--- config.mk ---
export PLATFORM = sky130hd
export DESIGN_NAME = instr_enc
export DESIGN_NICKNAME = d
export VERILOG_FILES = /design/src/rtl/instr_pkg.sv /design/src/rtl/instr_fifo.sv /design/src/rtl/instr_enc.sv
export SDC_FILE = /design/constraint.sdc
export NUM_CORES = 1
export LEC_CHECK = 0
export CAP_MARGIN = 25
export CORE_MARGIN = 2
export CORE_UTILIZATION = 68
export CTS_CLUSTER_SIZE = 25
export DETAILED_ROUTE_END_ITERATION = 7
export DONT_BUFFER_PORTS = 1
export PLACE_DENSITY_LB_ADDON = 0.1
export SLEW_MARGIN = 10
export SYNTH_ARGS = -nofsm -noshare
export SYNTH_HDL_FRONTEND = slang
export SYNTH_SLANG_ARGS = --single-unit
--- constraint.sdc ---
create_clock -name clk -period 4.96 [get_ports clk]
set_input_delay 0.992 -clock clk [delete_from_list [all_inputs] [get_ports clk]]
set_output_delay 0.992 -clock clk [all_outputs]
set_load 0.005 [all_outputs]
--- src/rtl/instr_pkg.sv ---
// Shared instruction-format definitions: format codes, field widths, opcodes
// and the field-packing function used ahead of the output buffer.
package instr_pkg;

  localparam int unsigned OP_W    = 6;
  localparam int unsigned REG_W   = 5;
  localparam int unsigned SHAMT_W = 5;
  localparam int unsigned FUNC_W  = 6;
  localparam int unsigned IMM_W   = 16;
  localparam int unsigned JT_W    = 26;

  typedef enum logic [1:0] {
    FMT_R   = 2'd0,
    FMT_I   = 2'd1,
    FMT_J   = 2'd2,
    FMT_BAD = 2'd3
  } fmt_e;

  localparam logic [OP_W-1:0]   OP_RTYPE = 6'h00;
  localparam logic [OP_W-1:0]   OP_J     = 6'h02;
  localparam logic [OP_W-1:0]   OP_ADDI  = 6'h08;
  localparam logic [OP_W-1:0]   OP_LW    = 6'h23;
  localparam logic [FUNC_W-1:0] FUNC_ADD = 6'h20;

  function automatic logic [31:0] encode(
    input fmt_e               f,
    input logic [OP_W-1:0]    op,
    input logic [REG_W-1:0]   rs,
    input logic [REG_W-1:0]   rt,
    input logic [REG_W-1:0]   rd,
    input logic [SHAMT_W-1:0] sh,
    input logic [FUNC_W-1:0]  fn,
    input logic [IMM_W-1:0]   imm,
    input logic [JT_W-1:0]    jt
  );
    logic [31:0] w;
    w = '0;
    case (f)
      FMT_R:   w = {op, rs, rt, rd, sh, fn};
      FMT_I:   w = {op, rs, rt, imm};
      FMT_J:   w = {op, jt};
      default: w = '0;
    endcase
    return w;
  endfunction

endpackage

--- src/rtl/instr_fifo.sv ---
// Power-of-two circular buffer with synchronous flush; the read port shows
// zero while empty so nothing stale is ever presented.
module instr_fifo #(
  parameter int unsigned width = 40,
  parameter int unsigned depth = 4
) (
  input  logic                     clk,
  input  logic                     rst_n,
  input  logic                     clr,
  input  logic                     push,
  input  logic                     pop,
  input  logic [width-1:0]         wdata,
  output logic [width-1:0]         rdata,
  output logic                     full,
  output logic                     empty,
  output logic [$clog2(depth):0]   count
);

  localparam int unsigned PW = $clog2(depth);
  localparam int unsigned CW = PW + 1;

  logic [width-1:0] mem_q [depth];
  logic [PW-1:0]    wr_ptr_q, rd_ptr_q;
  logic [CW-1:0]    cnt_q;
  logic             do_push, do_pop;

  assign full    = (cnt_q == CW'(depth));
  assign empty   = (cnt_q == '0);
  assign count   = cnt_q;
  assign do_push = push & ~full;
  assign do_pop  = pop & ~empty;
  assign rdata   = empty ? '0 : mem_q[rd_ptr_q];

  always_ff @(posedge clk or negedge rst_n) begin
    if (!rst_n) begin
      wr_ptr_q <= '0;
      rd_ptr_q <= '0;
      cnt_q    <= '0;
    end else if (clr) begin
      wr_ptr_q <= '0;
      rd_ptr_q <= '0;
      cnt_q    <= '0;
    end else begin
      if (do_push) wr_ptr_q <= wr_ptr_q + 1'b1;
      if (do_pop)  rd_ptr_q <= rd_ptr_q + 1'b1;
      case ({do_push, do_pop})
        2'b10:   cnt_q <= cnt_q + 1'b1;
        2'b01:   cnt_q <= cnt_q - 1'b1;
        default: cnt_q <= cnt_q;
      endcase
    end
  end

  // Storage needs no reset: the read port is masked while empty.
  always_ff @(posedge clk) begin
    if (do_push && !clr) mem_q[wr_ptr_q] <= wdata;
  end

endmodule

--- src/rtl/instr_enc.sv ---
// Instruction encoder: packs R/I/J field bundles into words and queues them
// with consecutive word addresses for the instruction-memory writer.
module instr_enc
  import instr_pkg::*;
#(
  parameter int unsigned WL    = 32,
  parameter int unsigned AW    = 8,
  parameter int unsigned DEPTH = 4
) (
  input  logic                     clk,
  input  logic                     rst_n,
  input  logic                     clr,
  input  logic                     in_valid,
  output logic                     in_ready,
  input  logic [1:0]               fmt,
  input  logic [OP_W-1:0]          OPcode,
  input  logic [FUNC_W-1:0]        Func,
  input  logic [REG_W-1:0]         RS,
  input  logic [REG_W-1:0]         RT,
  input  logic [REG_W-1:0]         RD,
  input  logic [SHAMT_W-1:0]       shamt,
  input  logic [IMM_W-1:0]         Imm,
  input  logic [JT_W-1:0]          Jumpt,
  output logic                     out_valid,
  input  logic                     out_ready,
  output logic [WL-1:0]            out_word,
  output logic [AW-1:0]            out_addr,
  output logic [$clog2(DEPTH):0]   count,
  output logic                     err_fmt
);

  localparam int unsigned EW = AW + WL;

  logic          rdy_q, err_q;
  logic [AW-1:0] addr_q;
  logic [WL-1:0] enc_word;
  logic [EW-1:0] rdata;
  logic          full, empty;
  logic          accept, legal, push;

  // rdy_q holds in_ready low through reset and raises it on the first edge after.
  assign in_ready = rdy_q & ~full;
  assign accept   = in_valid & in_ready;
  assign legal    = (fmt_e'(fmt) != FMT_BAD);
  assign push     = accept & legal & ~clr;

  always_comb begin
    enc_word = '0;
    enc_word = encode(fmt_e'(fmt), OPcode, RS, RT, RD, shamt, Func, Imm, Jumpt);
  end

  always_ff @(posedge clk or negedge rst_n) begin
    if (!rst_n) begin
      rdy_q  <= 1'b0;
      err_q  <= 1'b0;
      addr_q <= '0;
    end else begin
      rdy_q <= 1'b1;
      err_q <= accept & ~legal & ~clr;
      if (clr)       addr_q <= '0;
      else if (push) addr_q <= addr_q + 1'b1;
    end
  end

  instr_fifo #(
    .width (EW),
    .depth (DEPTH)
  ) u_fifo (
    .clk   (clk),
    .rst_n (rst_n),
    .clr   (clr),
    .push  (push),
    .pop   (out_ready),
    .wdata ({addr_q, enc_word}),
    .rdata (rdata),
    .full  (full),
    .empty (empty),
    .count (count)
  );

  assign out_valid             = ~empty;
  assign {out_addr, out_word}  = rdata;
  assign err_fmt               = err_q;

endmodule

Word level (Yosys, flattened, before mapping)
Memory sizes are Yosys's and may differ from the RTL's.
Cells that the tools add are included.
{"block": "totals", "word_cells": 50, "input_bits": 81, "output_inout_bits": 46, "n_memories": 1, "ram_bits": 160, "ff_bits": 17}
{"block": "classes", "reduce_logical": 8, "eq_ne": 6, "add_sub_neg": 5, "muxes": 12, "bitwise": 12}
{"name": "u_fifo.mem_q", "depth": 4, "word_bits": 40, "read_ports": 1, "rd_clocked_by_memory_dff": 0, "write_ports": 1, "line": "instr_fifo.sv:22", "rtl": "logic [width-1:0] mem_q [depth];"}
{"cell": "32-bit case mux with 3 select lines", "n": 1}
{"cell": "40-bit 2-to-1 mux", "n": 1}
{"cell": "8-bit 2-to-1 mux", "n": 2}
{"cell": "8-bit by 1-bit adder with 8-bit output (second input constant)", "n": 1}
{"cell": "1-bit AND", "n": 8}
{"cell": "2-bit 2-to-1 mux", "n": 4}
{"cell": "3-bit case mux with 2 select lines", "n": 1}
{"cell": "2-bit nonzero test", "n": 3}
{"cell": "2-bit by 1-bit adder with 2-bit output (second input constant)", "n": 2}
{"cell": "2-bit by 1-bit equality test with 1-bit output (second input constant)", "n": 2}
{"cell": "2-bit equality test (second input constant)", "n": 2}
{"cell": "1-bit NOT", "n": 4}
{"cell": "3-bit by 1-bit adder with 3-bit output (second input constant)", "n": 1}
{"cell": "3-bit equality test (second input constant)", "n": 1}
{"cell": "3-bit logical NOT", "n": 1}
{"cell": "3-bit 2-to-1 mux", "n": 1}
{"cell": "3-bit nonzero test", "n": 1}
{"cell": "3-bit by 1-bit subtractor with 3-bit output (second input constant)", "n": 1}
{"cell": "2-bit logical NOT", "n": 1}
{"cell": "1-bit 2-to-1 mux", "n": 2}
{"cell": "2-bit != test (second input constant)", "n": 1}
{"cell": "1-bit logical AND", "n": 1}
{"cell": "1-bit logical NOT", "n": 1}

Longest topological paths before layout
{"block": "logic_depth", "word_depth": 10, "depth_mapped": 11, "depth_no_buf": 9}

Hierarchy
A second synthesis with hierarchy kept.
{"block": "unflattened", "cells_unflattened": 471, "hier_area_um2": 7674.9}
{"module": "instr_fifo", "instances": 1, "area_per_inst_um2": 6615.1, "cells_per_inst": 320, "seq_area_each_um2": 4979.8}
{"module": "instr_enc", "instances": 1, "area_per_inst_um2": 1059.8, "cells_per_inst": 151, "seq_area_each_um2": 250.2}

Worst setup path after synthesis
OpenSTA, ideal clock, no wires.
{"block": "synth_path", "path_kind": "input -> register", "start": "in fmt[0]", "end": "mem u_fifo.mem_q[0][0] (enable)", "setup_ns": 0.401, "path_buffers": 2, "stages": 6, "arrival_ns": 2.741, "required_ns": 4.559, "slack_ns": 1.818, "path_cell_list": "buf_2 -> nand2_2 -> and3_4 -> buf_6 -> nor2b_4 -> and2_1"}
{"block": "synth_via", "elab_chain_len": 7}
{"item": "start: declaration", "line": "instr_enc.sv:15", "rtl": "input logic [1:0] fmt,"}
{"item": "2-bit != test", "line": "instr_enc.sv:44", "rtl": "assign legal = (fmt_e'(fmt) != FMT_BAD);"}
{"item": "1-bit AND (2 in a row)", "line": "instr_enc.sv:45", "rtl": "assign push = accept & legal & ~clr;"}
{"item": "1-bit AND", "line": "instr_fifo.sv:30", "rtl": "assign do_push = push & ~full;"}
{"item": "1-bit logical AND", "line": "instr_fifo.sv:56", "rtl": "if (do_push && !clr) mem_q[wr_ptr_q] <= wdata;"}
{"item": "1-bit 2-to-1 mux", "line": "instr_fifo.sv:56"}
{"item": "1-bit 2-to-1 mux (not written as such)", "line": "instr_fifo.sv:56"}
{"item": "end: declaration", "line": "instr_fifo.sv:22"}
Every way passes these cells.

Worst setup path in the final report
{"block": "layout_path", "start": "reg u_fifo.rd_ptr_q[0]", "end": "out out_word[18]"}
{"block": "layout_via", "elab_chain_len": 2}
{"item": "start: declaration", "line": "instr_fifo.sv:23", "rtl": "logic [PW-1:0] wr_ptr_q, rd_ptr_q;"}
{"item": "start signal: assignment", "line": "instr_fifo.sv:45", "rtl": "if (do_pop) rd_ptr_q <= rd_ptr_q + 1'b1;"}
{"item": "memory 4 x 40 bit"}
{"item": "40-bit 2-to-1 mux", "line": "instr_fifo.sv:32", "rtl": "assign rdata = empty ? '0 : mem_q[rd_ptr_q];"}
{"item": "end: declaration", "line": "instr_enc.sv:26", "rtl": "output logic [WL-1:0] out_word,"}
Every way passes these cells.

==> impl_metrics.yaml <==
power_and_ir_drop:
  powerDensity_nw_per_um2: 449
  p_int_mw: 2.75
  seq_power_share: 0.465
  switching_share: 0.264
  max-vdd-ir-drop_mv: 0.351
  clkPwrFrac: 0.332
  p_sw_mw: 0.988
  p_leak_nw: 2.81
  power_frac_comb: 0.202
route:
  dr.pass1.iters: 5
  detail_route.iter0.violations: 302
  num_vias: 3867
  drt_wl_total_mm: 14.1
  viasPerCell: 6.40
  postRouteAntennaNets: 0
  post-route-drc-count: 0
  avgRoutedWirePerCell_microns: 23.4
clocking:
  cts-hold-fix-buffers: 0
  post_cts_buffers: 0
  cts_resized: 0
  cts.sinks: 177
  cts_buffer_depth: 2
  clk_latency_ns: 0.52
  clkSlewWorstSetupHoldPaths_ns: 0.07
  cts_root_buffer: "clkbuf_8"
  numCtsBuffers: 17
  h-tree-depth: 4
  cts_tree: "done"
floorplan:
  dieWidth_microns: 109
  io_pins: 127
  die_area_sq_um: 12000
  start_util: 0.698
  rows: 38
  fp.dieH_microns: 109
  core_sq_um: 10800
setup_path:
  worstPathRequired_ns: 3.97
  critPathMaxStageDelay_ns: 0.64
  critPathBufInv: 1
  slowest_stage: "dfrtp_2"
  cp_max_fo: 19
  path_delay_family: "flip-flops"
  arrival_ns: 2.39
  end_kind: "output port"
  start_kind: "register"
  worstPathCellList: "buf_4 -> mux4_2 -> and2_1"
  critPathKind: "register to output port"
hold_path:
  hold_path_class: "input port to asynchronous set/reset pin"
sta:
  finalHoldViolCount: 0
  fin_crit_ns: 3.38
  clock.fmax_mhz: 296
  whs_ns: 0.161
  slew_headroom: 0.575
  post-route-period-util: 0.682
  tightest_slew_ns: 0.630
  setup_viol: 0
  rsz0062_at_grt: "false"
  skew_ns: 0.0103
  slew_viol_final: 0
  tns_ns: 0
yosys:
  synth_seq_area_share: 0.691
  synth-main-ff-cell: "edfxtp_1"
  yosysMostFrequentCell: "edfxtp_1"
  synth_seq_cells: 177
  synth_area_sq_um: 7570
  synth-edff-count: 160
  syn_area_per_cell_sq_um: 16.8
  synth.top_cell.area_share: 0.635
  synth_top_cell_by_area: "edfxtp_1"
  synthArstFlopShare: 0.0960
  yosys-top-cells-area: "edfxtp_1, mux4_2, dfrtp_1"
  syn-num-nets: 537
  yosys_warnings: 0
  synthesis.instances: 450
  synth.distinct_cells: 41
  ys_top_cells_by_count: "edfxtp_1, and2_1, mux4_2"
place:
  gp_congestion: 0.739
  dp_hpwl_mm: 8.68
  io_buffer_count: 0
  place_inst: 568
finish:
  fillers: 602
  drive_gt1_frac: 0.201
  layout.nets: 537
  areaGrowthSynthToFinish_pct: 9.99
  fin_cells: 604
global_route:
  overflow: 0
  antenna_found_initial: 0
  grt_usage: 0.253
  grt_pass1_wl_mm: 21.5
  grt_max_degree: 42
  grt_pass1_vias: 3923
outcome:
  run_status: "finished clean"
flow_run:
  cap_violations: 0
[logic make-up (layout without fill, tap and decap cells)]
family	after synthesis	after routing	share of synthesized area
AOI/OAI and AO/OA	35	35	0.0275
other	1	2	0.000496
DFF	177	177	0.691
muxes	62	62	0.149
buffers and inverters	42	55	0.0238
xor gates and xnor gates	6	6	0.00695
and+or+nand+nor	121	121	0.0901
adders and majority gates	6	6	0.0109
[power by group through the flow]
stage,clock network [mW],logic [mW],registers (mW)
2_1_floorplan,0,0.647,1.73
3_3_place_gp,0,0.726,1.78
3_5_place_dp,0,0.747,1.78
4_1_cts,1.26,0.758,1.75
5_1_grt,1.31,0.832,1.75
6_report,1.24,0.756,1.74
[final cells by class]
cell class | count | area (sq um) | area share
antenna | 1 | 2.50 | 0.000301
clock buffer | 17 | 414 | 0.0498
clock inverter | 15 | 144 | 0.0173
inverter | 14 | 52.6 | 0.00631
multi-input combinational | 231 | 2160 | 0.260
sequential | 177 | 5230 | 0.629
tap | 140 | 175 | 0.0210
timing repair buffer | 9 | 138 | 0.0165
[cells in the final DEF, fill, tap and decap left out, types with 5 or more instances in the layout]
cell type  instances
mux2i_1           20
inv_1             14
o21ai_0           27
mux4_2            40
nor2_1            12
dfrtp_1           15
buf_12             5
ha_1               5
edfxtp_1         160
clkbuf_16         16
nand2_1           30
and2_1            48
[path summary, 6_finish.rpt]
check	slack, ns	start	depth (start not counted)	end
setup / recovery	1.58	u_fifo.rd_ptr_q[0]	3	out_word[18]
hold / removal	0.16	rst_n	0	rdy_q
setup reg to reg	2.52	u_fifo.count[2]	5	u_fifo.mem_q[1][12]
hold reg to reg	0.57	addr_q[5]	0	u_fifo.mem_q[3][37]
max in group asynchronous	4.71	rst_n	0	u_fifo.rd_ptr_q[0]
min in group clk	0.53	clr	1	u_fifo.wr_ptr_q[0]
[registers in the layout (all words and copies together), names as in the netlist]
| name | count |
|---|---|
| err_fmt | 1 |
| u_fifo.count | 3 |
| u_fifo.rd_ptr_q | 2 |
| u_fifo.wr_ptr_q | 2 |
| addr_q | 8 |
| u_fifo.mem_q | 160 |
| rdy_q | 1 |
[through the flow]
stage                      util  setup slack, ns  area, sq um  power (mW)
after floorplan               -             1.82         7570        2.38
after global placement    0.705             1.89         7650        2.51
after detailed placement  0.711             1.86         7710        2.53
after CTS                 0.762             1.51         8260        3.77
after global routing      0.767             1.44         8320        3.89
final                     0.768             1.58         8320        3.74
[per-layer routing]
metal	vias to the layer above	GRT usage	wire [microns]
li1	1705	-	-
met1	1955	0.341	5550
met2	180	0.410	7330
met3	27	0.0522	913
met4	0	0.103	342
met5	-	0	0
Power figures use the tool's default switching activity.
